<file path="config.mk">
export PLATFORM = sky130hd
export DESIGN_NAME = uart_rx
export DESIGN_NICKNAME = d
export VERILOG_FILES = /design/src/rtl/hwterm_pkg.sv /design/src/rtl/uart_rx_sync2.sv /design/src/rtl/uart_rx.sv
export SDC_FILE = /design/constraint.sdc
export NUM_CORES = 1
export LEC_CHECK = 0
export ABC_AREA = 1
export BUFFER_PORTS_ARGS = -buffer_cell sky130_fd_sc_hd__buf_2
export CAP_MARGIN = 10
export CORE_UTILIZATION = 58
export CTS_CLUSTER_DIAMETER = 40
export DETAILED_ROUTE_END_ITERATION = 10
export PLACE_DENSITY = 0.86
export SYNTH_ARGS = -nofsm -noshare
export SYNTH_HDL_FRONTEND = slang
export SYNTH_SLANG_ARGS = --single-unit
</file>
<file path="constraint.sdc">
create_clock -name clk -period 1.5 [get_ports clk]
set_input_delay 0 -clock clk [delete_from_list [all_inputs] [get_ports clk]]
set_output_delay 0 -clock clk [all_outputs]
set_load 0.005 [all_outputs]
</file>
<file path="src/rtl/hwterm_pkg.sv">
// hwterm_pkg: types, constants and small helpers shared by the hardware
// terminal blocks (UART receiver state encoding, default bit timing).
package hwterm_pkg;

  localparam int UART_DEFAULT_CLKS_PER_BIT = 104;

  typedef enum logic [2:0] {
    IDLE      = 3'd0,
    START     = 3'd1,
    DATA      = 3'd2,
    PARITY    = 3'd3,
    STOP      = 3'd4,
    WAIT_IDLE = 3'd5
  } uart_rx_state_t;

  // 2-of-3 vote used for mid-bit sampling
  function automatic logic maj3(input logic a, input logic b, input logic c);
    return (a & b) | (a & c) | (b & c);
  endfunction

  // Even parity: data bits and parity bit must XOR to zero
  function automatic logic even_parity_ok(input logic [7:0] data, input logic par);
    return ~(^{data, par});
  endfunction

endpackage

</file>
<file path="src/rtl/uart_rx_sync2.sv">
// sync2: generic two-flop synchroniser for asynchronous pin inputs.
// Both stages reset to RST_VAL so an idle-high line does not look like
// activity straight out of reset.
module sync2 #(
  parameter logic RST_VAL = 1'b1
) (
  input  logic clk,
  input  logic rst,
  input  logic d,
  output logic q
);

  logic meta;

  // two-stage capture of the asynchronous input
  always_ff @(posedge clk) begin
    if (rst) begin
      meta <= RST_VAL;
      q    <= RST_VAL;
    end else begin
      meta <= d;
      q    <= meta;
    end
  end

endmodule

</file>
<file path="src/rtl/uart_rx.sv">
// uart_rx: 8-bit serial receiver, LSB first, one stop bit, idle-high line.
// The line is synchronised, every bit is 2-of-3 voted around mid-bit and
// results leave as registered one-cycle strobes.
// Optional feature macro: UART_RX_PARITY_EN adds an even-parity bit
// between the data bits and the stop bit (default build is 8N1).
module uart_rx
  import hwterm_pkg::*;
#(
  parameter int CLKS_PER_BIT = UART_DEFAULT_CLKS_PER_BIT
) (
  input  logic       clk,
  input  logic       rst,
  input  logic       i_rx,
  output logic [7:0] o_byte,
  output logic       o_byte_v,
  output logic       o_frame_err,
  output logic       o_break,
  output logic       o_parity_err,
  output logic       o_busy
);

  localparam int CW = $clog2(CLKS_PER_BIT);
  localparam int H  = CLKS_PER_BIT / 2;

  localparam logic [CW-1:0] CNT_ZERO = CW'(0);
  localparam logic [CW-1:0] CNT_ONE  = CW'(1);
  localparam logic [CW-1:0] CNT_S0   = CW'(H - 1);
  localparam logic [CW-1:0] CNT_S1   = CW'(H);
  localparam logic [CW-1:0] CNT_MAJ  = CW'(H + 1);
  localparam logic [CW-1:0] CNT_END  = CW'(CLKS_PER_BIT - 1);

`ifdef UART_RX_PARITY_EN
  localparam uart_rx_state_t AFTER_DATA = PARITY;
`else
  localparam uart_rx_state_t AFTER_DATA = STOP;
`endif

  uart_rx_state_t state, state_next;

  logic          rx_s;
  logic [CW-1:0] cnt, cnt_next, cnt_inc;
  logic [2:0]    idx, idx_next;
  logic [7:0]    shreg, shreg_next;
  logic          samp0, samp0_next;
  logic          samp1, samp1_next;
  logic          maj, at_maj, at_end;
  logic          par_good;

  logic [7:0]    byte_next;
  logic          byte_v_next, frame_err_next, break_next, parity_err_next, busy_next;

`ifdef UART_RX_PARITY_EN
  logic par, par_next;
  assign par_good = even_parity_ok(shreg, par);
`else
  assign par_good = 1'b1;
`endif

  sync2 #(.RST_VAL(1'b1)) u_sync (
    .clk (clk),
    .rst (rst),
    .d   (i_rx),
    .q   (rx_s)
  );

  // third vote comes straight from the line in the evaluation cycle
  assign maj     = maj3(samp0, samp1, rx_s);
  assign at_maj  = (cnt == CNT_MAJ);
  assign at_end  = (cnt == CNT_END);
  assign cnt_inc = at_end ? CNT_ZERO : (cnt + CNT_ONE);

  // state register
  always_ff @(posedge clk) begin
    if (rst) begin
      state <= IDLE;
    end else begin
      state <= state_next;
    end
  end

  // next-state decision
  always_comb begin
    state_next = state;
    case (state)
      IDLE: begin
        if (!rx_s) state_next = START;
        else       state_next = IDLE;
      end
      START: begin
        if (at_maj && maj) state_next = IDLE;
        else if (at_end)   state_next = DATA;
        else               state_next = START;
      end
      DATA: begin
        if (at_end && (idx == 3'd7)) state_next = AFTER_DATA;
        else                         state_next = DATA;
      end
`ifdef UART_RX_PARITY_EN
      PARITY: begin
        if (at_end) state_next = STOP;
        else        state_next = PARITY;
      end
`endif
      STOP: begin
        if (at_maj) state_next = maj ? IDLE : WAIT_IDLE;
        else        state_next = STOP;
      end
      WAIT_IDLE: begin
        if (rx_s) state_next = IDLE;
        else      state_next = WAIT_IDLE;
      end
      default: state_next = IDLE;
    endcase
  end

  // datapath and strobe values for the next cycle
  always_comb begin
    cnt_next        = cnt_inc;
    idx_next        = idx;
    shreg_next      = shreg;
    samp0_next      = (cnt == CNT_S0) ? rx_s : samp0;
    samp1_next      = (cnt == CNT_S1) ? rx_s : samp1;
`ifdef UART_RX_PARITY_EN
    par_next        = par;
`endif
    byte_next       = o_byte;
    byte_v_next     = 1'b0;
    frame_err_next  = 1'b0;
    break_next      = 1'b0;
    parity_err_next = 1'b0;
    case (state)
      IDLE: begin
        idx_next = 3'd0;
        // the detection cycle itself is cnt = 0 of the start bit
        if (!rx_s) cnt_next = CNT_ONE;
        else       cnt_next = CNT_ZERO;
      end
      START: begin
        idx_next = 3'd0;
        if (at_maj && maj) cnt_next = CNT_ZERO;
        else               cnt_next = cnt_inc;
      end
      DATA: begin
        if (at_maj) shreg_next[idx] = maj;
        else        shreg_next = shreg;
        if (at_end) idx_next = idx + 3'd1;
        else        idx_next = idx;
      end
`ifdef UART_RX_PARITY_EN
      PARITY: begin
        if (at_maj) par_next = maj;
        else        par_next = par;
      end
`endif
      STOP: begin
        if (at_maj) begin
          cnt_next = CNT_ZERO;
          if (maj) begin
            if (par_good) begin
              byte_next   = shreg;
              byte_v_next = 1'b1;
            end else begin
              parity_err_next = 1'b1;
            end
          end else begin
            frame_err_next = 1'b1;
            break_next     = (shreg == 8'h00);
          end
        end else begin
          cnt_next = cnt_inc;
        end
      end
      WAIT_IDLE: begin
        cnt_next = CNT_ZERO;
      end
      default: begin
        cnt_next = CNT_ZERO;
        idx_next = 3'd0;
      end
    endcase
    busy_next = (state_next != IDLE);
  end

  // bit timing, index, shift register and vote samples
  always_ff @(posedge clk) begin
    if (rst) begin
      cnt   <= CNT_ZERO;
      idx   <= 3'd0;
      shreg <= 8'h00;
      samp0 <= 1'b1;
      samp1 <= 1'b1;
`ifdef UART_RX_PARITY_EN
      par   <= 1'b0;
`endif
    end else begin
      cnt   <= cnt_next;
      idx   <= idx_next;
      shreg <= shreg_next;
      samp0 <= samp0_next;
      samp1 <= samp1_next;
`ifdef UART_RX_PARITY_EN
      par   <= par_next;
`endif
    end
  end

  // registered outputs
  always_ff @(posedge clk) begin
    if (rst) begin
      o_byte       <= 8'h00;
      o_byte_v     <= 1'b0;
      o_frame_err  <= 1'b0;
      o_break      <= 1'b0;
      o_parity_err <= 1'b0;
      o_busy       <= 1'b0;
    end else begin
      o_byte       <= byte_next;
      o_byte_v     <= byte_v_next;
      o_frame_err  <= frame_err_next;
      o_break      <= break_next;
      o_parity_err <= parity_err_next;
      o_busy       <= busy_next;
    end
  end

endmodule

</file>
---- After elaboration in Yosys (flattened, before gate mapping) ----
Index checks and enable logic that the tools add are counted.
cells by class
  add/subtract/negate cells ............... 2
  magnitude comparators ................... 2
  equality and inequality tests ........... 10
  muxes and demuxes ....................... 20
  bitwise logic cells ..................... 8
  reduce and logical (&&, ||, !) cells .... 12
operators with widths
  kind                 count
  $pmux 7 s4           1
  $eq 7x6->1 const B   3
  $mux 7               3
  $mux 3               5
  $pmux 3 s5           1
  $eq 3x3->1 const B   3
  $bwmux 8             1
  $logic_not 8->1      1
  $add 7x1->7 const B  1
  $eq 7x7->1 const B   1
  $pmux 3 s2           1
  $mux 1               5
  $lt 3x4->1 const B   1
  $mux 2               2
  $reduce_and 2->1     2
  $reduce_or 4->1      1
  $add 3x1->3 const B  1
  $and 1x1->1          3
  $demux 1 s3          1
  $eq 3x1->1 const B   1
  $eq 3x2->1 const B   1
  $ge 3x1->1 const B   1
  $logic_and 1x1->1    3
  $logic_not 3->1      1
  other kinds (7)      10
storage, ports and cells
  bits in registers ....................... 37
  output and inout bits ................... 13
  word-level logic and storage cells ...... 67

---- Longest topological paths before layout ----
Gate-level depths: netlist of run 1.
  depth in word-level cells ............... 7
  gate-level depth with buffers ........... 10
  gate-level depth less buffers ........... 10

---- Cells and area by module ----
From an unflattened synthesis of run 1, not the netlist that was laid out.
second synthesis, totals
  cells, all modules ...................... 249
  area, all modules ....................... 1783.0 um2
modules (own cells, without submodules)
  module   instances  cells each  area each (um2)  seq. area each (um2)
  uart_rx  1          242         1724.2           700.7
  sync2    1          7           58.8             40.0

---- Worst setup path before layout of run 1 ----
Ideal clock, no wire load.
  path kind ............................... register to register
  from .................................... reg cnt[0]
  to ...................................... reg cnt[2]
  data arrival time ....................... 1202 ps
  data required time ...................... 1385 ps
  slack ................................... 184 ps
  cell stages (with the launch flop) ...... 8
  buffers on the path ..................... 0
  cells stage by stage .................... dfxtp_1 -> ha_1 -> nand3_1 -> nor2_2 -> nor2_1 -> nand2_1 -> nand3_2 -> and2_1
between the ends
  word-level cells in the longest chain between the ends .. 4
RTL lines
  element                                             line                            source
  from (decl)                                         uart_rx.sv:41                   logic [CW-1:0] cnt, cnt_next, cnt_inc;
  from (signal assigned)                              uart_rx.sv:196                  cnt <= cnt_next;
  $add 7x1->7, or another cell as far along           uart_rx.sv:70                   assign cnt_inc = at_end ? CNT_ZERO : (cnt + CNT_ONE);
  $mux 7 / $logic_and 1x1->1 (equally long branches)  uart_rx.sv:70, uart_rx.sv:140
  $mux 7, on equally long branches                    uart_rx.sv:156, uart_rx.sv:140
  $pmux 7 s4 *                                        uart_rx.sv:131                  case (state)
Mark *: on every way between the ends. The rest lies on a longest branch, timed or not.
A chain may end at the register's enable or synchronous reset.

---- Final worst setup path of run 1 ----
  from .................................... reg cnt[1]
  to ...................................... reg shreg[7]
between the ends
  word-level cells in the longest chain between the ends .. 2
RTL lines
  element                            line            source
  $eq 7x6->1                         uart_rx.sv:68   assign at_maj = (cnt == CNT_MAJ);
  $reduce_and 2->1 (no source line)  n/a
  to (signal assigned)               uart_rx.sv:198  shreg <= shreg_next;
  to (decl)                          uart_rx.sv:43   logic [7:0] shreg, shreg_next;
No other way between the ends.

==> qor.yml, run 1 <==
syn_area_per_cell_sq_um: 7.32
finalCritPeriodShare: 0.942
track_usage: 0.226
synth_common_cells: "nand2_1, dfxtp_1, nor2_1, nand3_1, inv_1"
syn_inst: 237
rows: 19
drc: 2
setup_violations: 0
flow.area_growth_from_synthesis_pct: 11.7
antenna-diode-count: 0
grt-ovfl-total: 0
seq_area_frac_synth: 0.427
vias: 1477
fin_tns_setup_ns: 0
min_path_type: "primary input to flop"
fmax_mhz: 708
fin_worst_skew_ns: 0.00964
holdWs_ns: 0.0337
finalPower_mw: 1.55
coreArea_sq_mm: 0.00281
antenna_found_initial: 0
synth_top_area_frac: 0.427
synth_area_leaders: "dfxtp_1, nand2_1, nand3_1"
synth_edf_count: 0
ys.flop_type: "dfxtp_1"
status: "finished with violations"
grt_pass1_vias: 1327
synth_cell_types: 29
netlist_area_sq_mm: 0.00174
dpl.hpwl_mm: 2.31
synth_top_area_cell: "dfxtp_1"
ys_warn_count: 0
synth_fa_ha_area_frac: 0.0360
place.gp.congestion: 0.825
fin_nets: 266
io_pins: 16
clkTransAtPathRegs_ns: 0.11
synth_compound_area_frac: 0.0714
worst_setup_path_start_kind: "flop"
violations: "DRC"
timing_worst_setup_path_type: "flop to flop"
synthArstFlopShare: 0
postCtsSetupBuffers: 0
antenna_left: 0
ys_seq_elements: 37
worstRegToRegCells: 9
dr.pass1.iters: 7
postPlaceCellArea_sq_mm: 0.00185
synth_most_common_cell: "nand2_1"
cts-root-buf: "clkbuf_4"
critPathArrivalTime_ns: 1.65
r2r-start: "cnt[1]"
ir_drop_mv: 0.650
stdcell_area_sq_mm: 0.00194
wirelength_mm: 3.22
synth_nets: 245
maxSlewViolCount: 0
power_density_mw_per_mm2: 799
initial_core_util: 0.619
synth_top_family_by_area: "simple AND/OR/NAND/NOR gates"
rr_endpoint: "shreg[7]"
min_to: "o_byte_v"
drtIter0Drc: 75
die_y_microns: 56.7
die-area_sq_mm: 0.00321
period_minus_slack_ns: 1.41
cts_tree: "yes"
grt_max_degree: 21
io_buffers: 14
htree_levels: 2
synthMuxAreaShare: 0
wl_per_cell_microns: 11.1
insertion_delay_ns: 0.35
nFillCells: 242
clock_path_buffers: 2
hp-start: "rst"
clkSinkCount: 37
critical_path_required_ns: 1.73
end_kind: "flop"
maxCapViolCount: 0
hold_viol_final: 0
layout-drive-gt1-share: 0.189
hold_path_depth: 2
grt_first_pass_wirelength_mm: 5.55
synth-xor-area-share: 0.0202
synthSimpleGateAreaFrac: 0.370
r2r_setup_slack_ns: 0.09
vias_per_cell: 5.09
power_leakage_nw: 0.867
die_x_microns: 56.7
cp_max_fo: 8
utilization: 0.691
cts_made_buffers: 5
-- layout make-up --
| type | instances | area [sq um] | share of cell area |
|---|---|---|---|
| Inverter | 26 | 104 | 0.0536 |
| Multi-Input combinational cell | 169 | 891 | 0.460 |
| Clock buffer | 6 | 41.3 | 0.0213 |
| Clock inverter | 2 | 10.0 | 0.00516 |
| Tap cell | 31 | 38.8 | 0.0200 |
| Timing Repair Buffer | 19 | 110 | 0.0568 |
| Sequential cell | 37 | 743 | 0.383 |
-- per-layer routing --
metal,wire length (microns),part of all wire,track usage,vias to the layer above
met1,1540,0.48,0.291,644
met2,1490,0.46,0.347,27
met4,74,0.023,0.129,0
met5,0,0,0,-
li1,-,-,-,798
met3,113,0.035,0.0484,8
-- worst max-delay path: stages, from the launching register on --
cell,delay (ns)
dfxtp_2,0.35
inv_2,0.07
ha_4,0.12
nand3_2,0.09
nor2_4,0.17
inv_4,0.07
nor2_4,0.19
nand2_1,0.09
nand2_1,0.08
a21oi_1,0.08
-- state kept, by name, indices dropped and copies added (netlist names) --
name and cells:
state 3, idx 3, u_sync.meta 1, shreg 8
u_sync.q 1, o_busy 1, o_break 1, o_frame_err 1
o_byte 8, samp1 1, cnt 7, samp0 1
o_byte_v 1
-- power breakdown --
part           switching (mW)  leakage (nW)  internal, mW
Clock                   0.324        0.0320         0.178
Combinational          0.0316         0.535        0.0177
Sequential            0.00621         0.300         0.989
-- per-stage QoR --
stage               cells  worst slack [ns]
global route          290          -0.00692
global placement      281            0.0661
detailed placement    281            0.0401
CTS                   290            0.0300
floorplan             237             0.184
finish                290            0.0868
-- cell usage in the layout (no fill, tap or decap) --
cell type and instances:
nand2_1 55, dfxtp_1 35, nor2_1 31, nand3_1 26
inv_1 21, a21oi_1 15, buf_2 14, o21ai_0 5
nor2_4 5, clkbuf_4 5, nor3_1 4, ha_1 4
buf_4 4, nand2_4 3, nor4_1 3, clkinv_2 3
xor2_1 3, inv_2 2, nand4_1 2, nand3_2 2
nand2_2 2, inv_4 2, or2_2 2, dfxtp_2 2
a21oi_4 1, and3_1 1, xnor2_1 1, and2_1 1
o21a_2 1, ha_4 1, conb_1 1, clkbuf_1 1
dlygate4sd3_1 1
-- worst max-delay path by stage --
stage | start | end | slack (ns)
finish | cnt[1] | shreg[7] | 0.09
detailed placement | cnt[0] | cnt[5] | 0.04
CTS | cnt[0] | cnt[5] | 0.03
global route | cnt[0] | cnt[1] | -0.007
floorplan | cnt[0] | cnt[2] | 0.18
global placement | cnt[0] | cnt[3] | 0.07
-- repair_timing --
action / 4_1_cts / 5_1_grt
hold buffers: 1 / 0
setup endpoints to repair: 0 / 21
hold endpoints to repair: 1 / 0
gates resized for setup: 0 / 10
-- logic make-up (layout without fill, tap and decap cells) --
family                   count (synthesis)  in the layout
AO/OA/AOI/OAI                           22             22
XOR/XNOR                                 4              4
adder cells (fa/ha/maj)                  5              5
buffers and inverters                   31             53
flip-flops                              37             37
other                                    1              1
AND/OR/NAND/NOR                        137            137
(Power assumes the default switching activity.)
==> run 2, diff against run 1 <==
--- a/config.mk
+++ b/config.mk
@@ -6,12 +6,13 @@
 export NUM_CORES = 1
 export LEC_CHECK = 0
 export ABC_AREA = 1
-export BUFFER_PORTS_ARGS = -buffer_cell sky130_fd_sc_hd__buf_2
+export BUFFER_PORTS_ARGS = -buffer_cell sky130_fd_sc_hd__buf_4
 export CAP_MARGIN = 10
 export CORE_UTILIZATION = 58
 export CTS_CLUSTER_DIAMETER = 40
 export DETAILED_ROUTE_END_ITERATION = 10
 export PLACE_DENSITY = 0.86
+export SLEW_MARGIN = 30
 export SYNTH_ARGS = -nofsm -noshare
 export SYNTH_HDL_FRONTEND = slang
 export SYNTH_SLANG_ARGS = --single-unit
==> run 2 against run 1 <==
Against the previous run:
- the run still ends with DRC left
- final area is 3.2% higher
- global-route usage down 0.16 points
- hold slack improved by 0.35 ns
- cell count up 0.34%
- critical endpoint is now o_busy
==> qor.yml, run 2 (synthesis results as in run 1) <==
internal_power_mw: 1.41  # +19%
critical_path_required_ns: 1.73  # about the same
period_minus_slack_ns: 1.36  # -0.0520 ns
insertion_delay_ns: 0.35  # about the same
grt_pass1_vias: 1345  # +1.4%
r2r_setup_slack_ns: 0.14  # +0.05 ns
dpl.hpwl_mm: 2.45  # +5.9%
cp_max_fo: 3  # -5
min_to: "u_sync.meta"
layout-drive-gt1-share: 0.177  # -0.0123
hold_path_depth: 3  # +1
antenna_found_initial: 0  # unchanged
die-area_sq_mm: 0.00321  # unchanged
power_density_mw_per_mm2: 890  # +11%
vias_per_cell: 5.23  # +2.7%
place.gp.congestion: 0.829  # +0.40%
r2r-start: "cnt[1]"
io_pins: 16  # unchanged
die_x_microns: 56.7  # unchanged
worst-path-buf-inv: 1  # -1
stdcell_area_sq_mm: 0.00200  # +3.2%
clkSinkCount: 37  # unchanged
switching_share: 0.208  # -0.0256
path_cells: "inv_1 > ha_1 > nand3_2 > nor2_4 > nand2_2 > nand2_1 > nand3_1 > nand2_1 > nand3_1"
layout_commonest_cell: "nand2_1"
comb_power_share: 0.030  # -0.002
grt_first_pass_wirelength_mm: 5.54  # -0.25%
worstRegToRegCells: 9  # unchanged
seqPwrFrac: 0.559  # -0.084
grt_max_degree: 21  # unchanged
violations: "DRC"
p_sw_uw: 371  # +2.4%
dp_slack_ns: 0.0570  # +0.0169 ns
setup_violations: 0  # unchanged
holdWs_ns: 0.388  # +0.354 ns
htree_levels: 2  # unchanged
fin_tns_setup_ns: 0  # unchanged
die_y_microns: 56.7  # unchanged
layout_common_cells: "nand2_1, dfxtp_1, nor2_1, nand3_1, inv_1"
dr.pass1.iters: 7  # unchanged
coreArea_sq_mm: 0.00281  # unchanged
hold_viol_final: 0  # unchanged
clkTransAtPathRegs_ns: 0.11  # about the same
fin_nets: 267  # +0.38%
antenna_left: 0  # unchanged
antenna-diode-count: 0  # unchanged
min_path_type: "primary input to flop"
clock_path_buffers: 2  # unchanged
largestRegisters: "o_byte (8), shreg (8), cnt (7)"
io_buffers: 14  # unchanged
fmax_mhz: 735  # +3.8%
wl_per_cell_microns: 11.5  # +3.3%
drc: 2  # unchanged
vias: 1522  # +3.0%
hp-start: "i_rx"
maxCapViolCount: 0  # unchanged
grt-ovfl-total: 0  # unchanged
p_clk_frac: 0.411  # +0.086
critPathArrivalTime_ns: 1.59  # -0.06 ns
initial_core_util: 0.619  # unchanged
path_delay_family: "simple AND/OR/NAND/NOR gates"
slowest_stage: "dfxtp_2"
maxSlewViolCount: 0  # unchanged
cts-root-buf: "clkbuf_4"
fin_worst_skew_ns: 0.0154  # +0.00571 ns
ir_drop_mv: 0.732  # +13%
drtIter0Drc: 81  # +8.0%
rr_endpoint: "o_busy"
worst_slack_ns: 0.139  # +0.0520 ns
postPlaceCellArea_sq_mm: 0.00188  # +1.9%
cts_tree: "yes"
critPathMaxStageDelay_ns: 0.34  # about the same
rsz0062_at_grt: "false"
finalCritPeriodShare: 0.907  # -0.0347
wirelength_mm: 3.33  # +3.7%
rows: 19  # unchanged
flow.area_growth_from_synthesis_pct: 15.2
worst_setup_path_start_kind: "flop"
power_leakage_nw: 0.882  # +1.8%
status: "finished with violations"
timing_worst_setup_path_type: "flop to flop"
cts_made_buffers: 5  # unchanged
track_usage: 0.224  # -0.00163
end_kind: "flop"
[run 2: layer usage]
layer | GRT usage | routed length [microns]
met1 | 0.292 | 1610
met2 | 0.344 | 1530
met3 | 0.0760 | 149
met4 | 0.0786 | 47
met5 | 0 | 0
[run 2: worst max-delay path by stage]
stage / startpoint / end / slack, ns / cells past startpoint
after floorplan: cnt[0] / cnt[2] / 0.18 / 7
after global placement: cnt[0] / cnt[3] / 0.06 / 8
after detailed placement: cnt[0] / cnt[3] / 0.06 / 8
after CTS: cnt[0] / o_busy / 0.05 / 8
after global routing: cnt[0] / cnt[4] / 0.02 / 8
final: cnt[1] / o_busy / 0.14 / 9
[run 2: final cells by class]
type                       instances  area (sq um)
multi-input combinational        169           877
fill                             226           806
sequential                        37           743
timing repair buffer              20           155
inverter                          26           100
clock buffer                       7          55.1
tap                               31          38.8
clock inverter                     1          30.0
[run 2: through the flow]
step / util / instances / power, mW
after floorplan: - / 237 / 1.05
after global placement: 0.671 / 281 / 1.06
after detailed placement: 0.671 / 281 / 1.07
after CTS: 0.708 / 291 / 1.79
after global routing: 0.713 / 291 / 1.85
final: 0.713 / 291 / 1.78
[run 2: worst register-to-register path: cells and delay by family (launching register included)]
family / cells / cell delay, ns
AND/OR/NAND/NOR: 7 / 0.66
flip-flops: 1 / 0.34
adder cells (fa/ha/maj): 1 / 0.16
buffers and inverters: 1 / 0.07
[run 2: power by group through the flow]
stage / logic, mW / registers [mW] / clock network (mW)
finish: 0.0535 / 0.995 / 0.731
global route: 0.0589 / 0.997 / 0.797
CTS: 0.0534 / 0.995 / 0.742
detailed placement: 0.0490 / 1.02 / 0
global placement: 0.0480 / 1.02 / 0
floorplan: 0.0355 / 1.02 / 0
[run 2: repair_timing]
item | CTS | global route
setup endpoints to repair | 0 | 20
endpoints found under the hold margin | 18 | 0
buffers inserted | 0 | 0
hold buffers | 2 | 0
resized for setup | 0 | 4
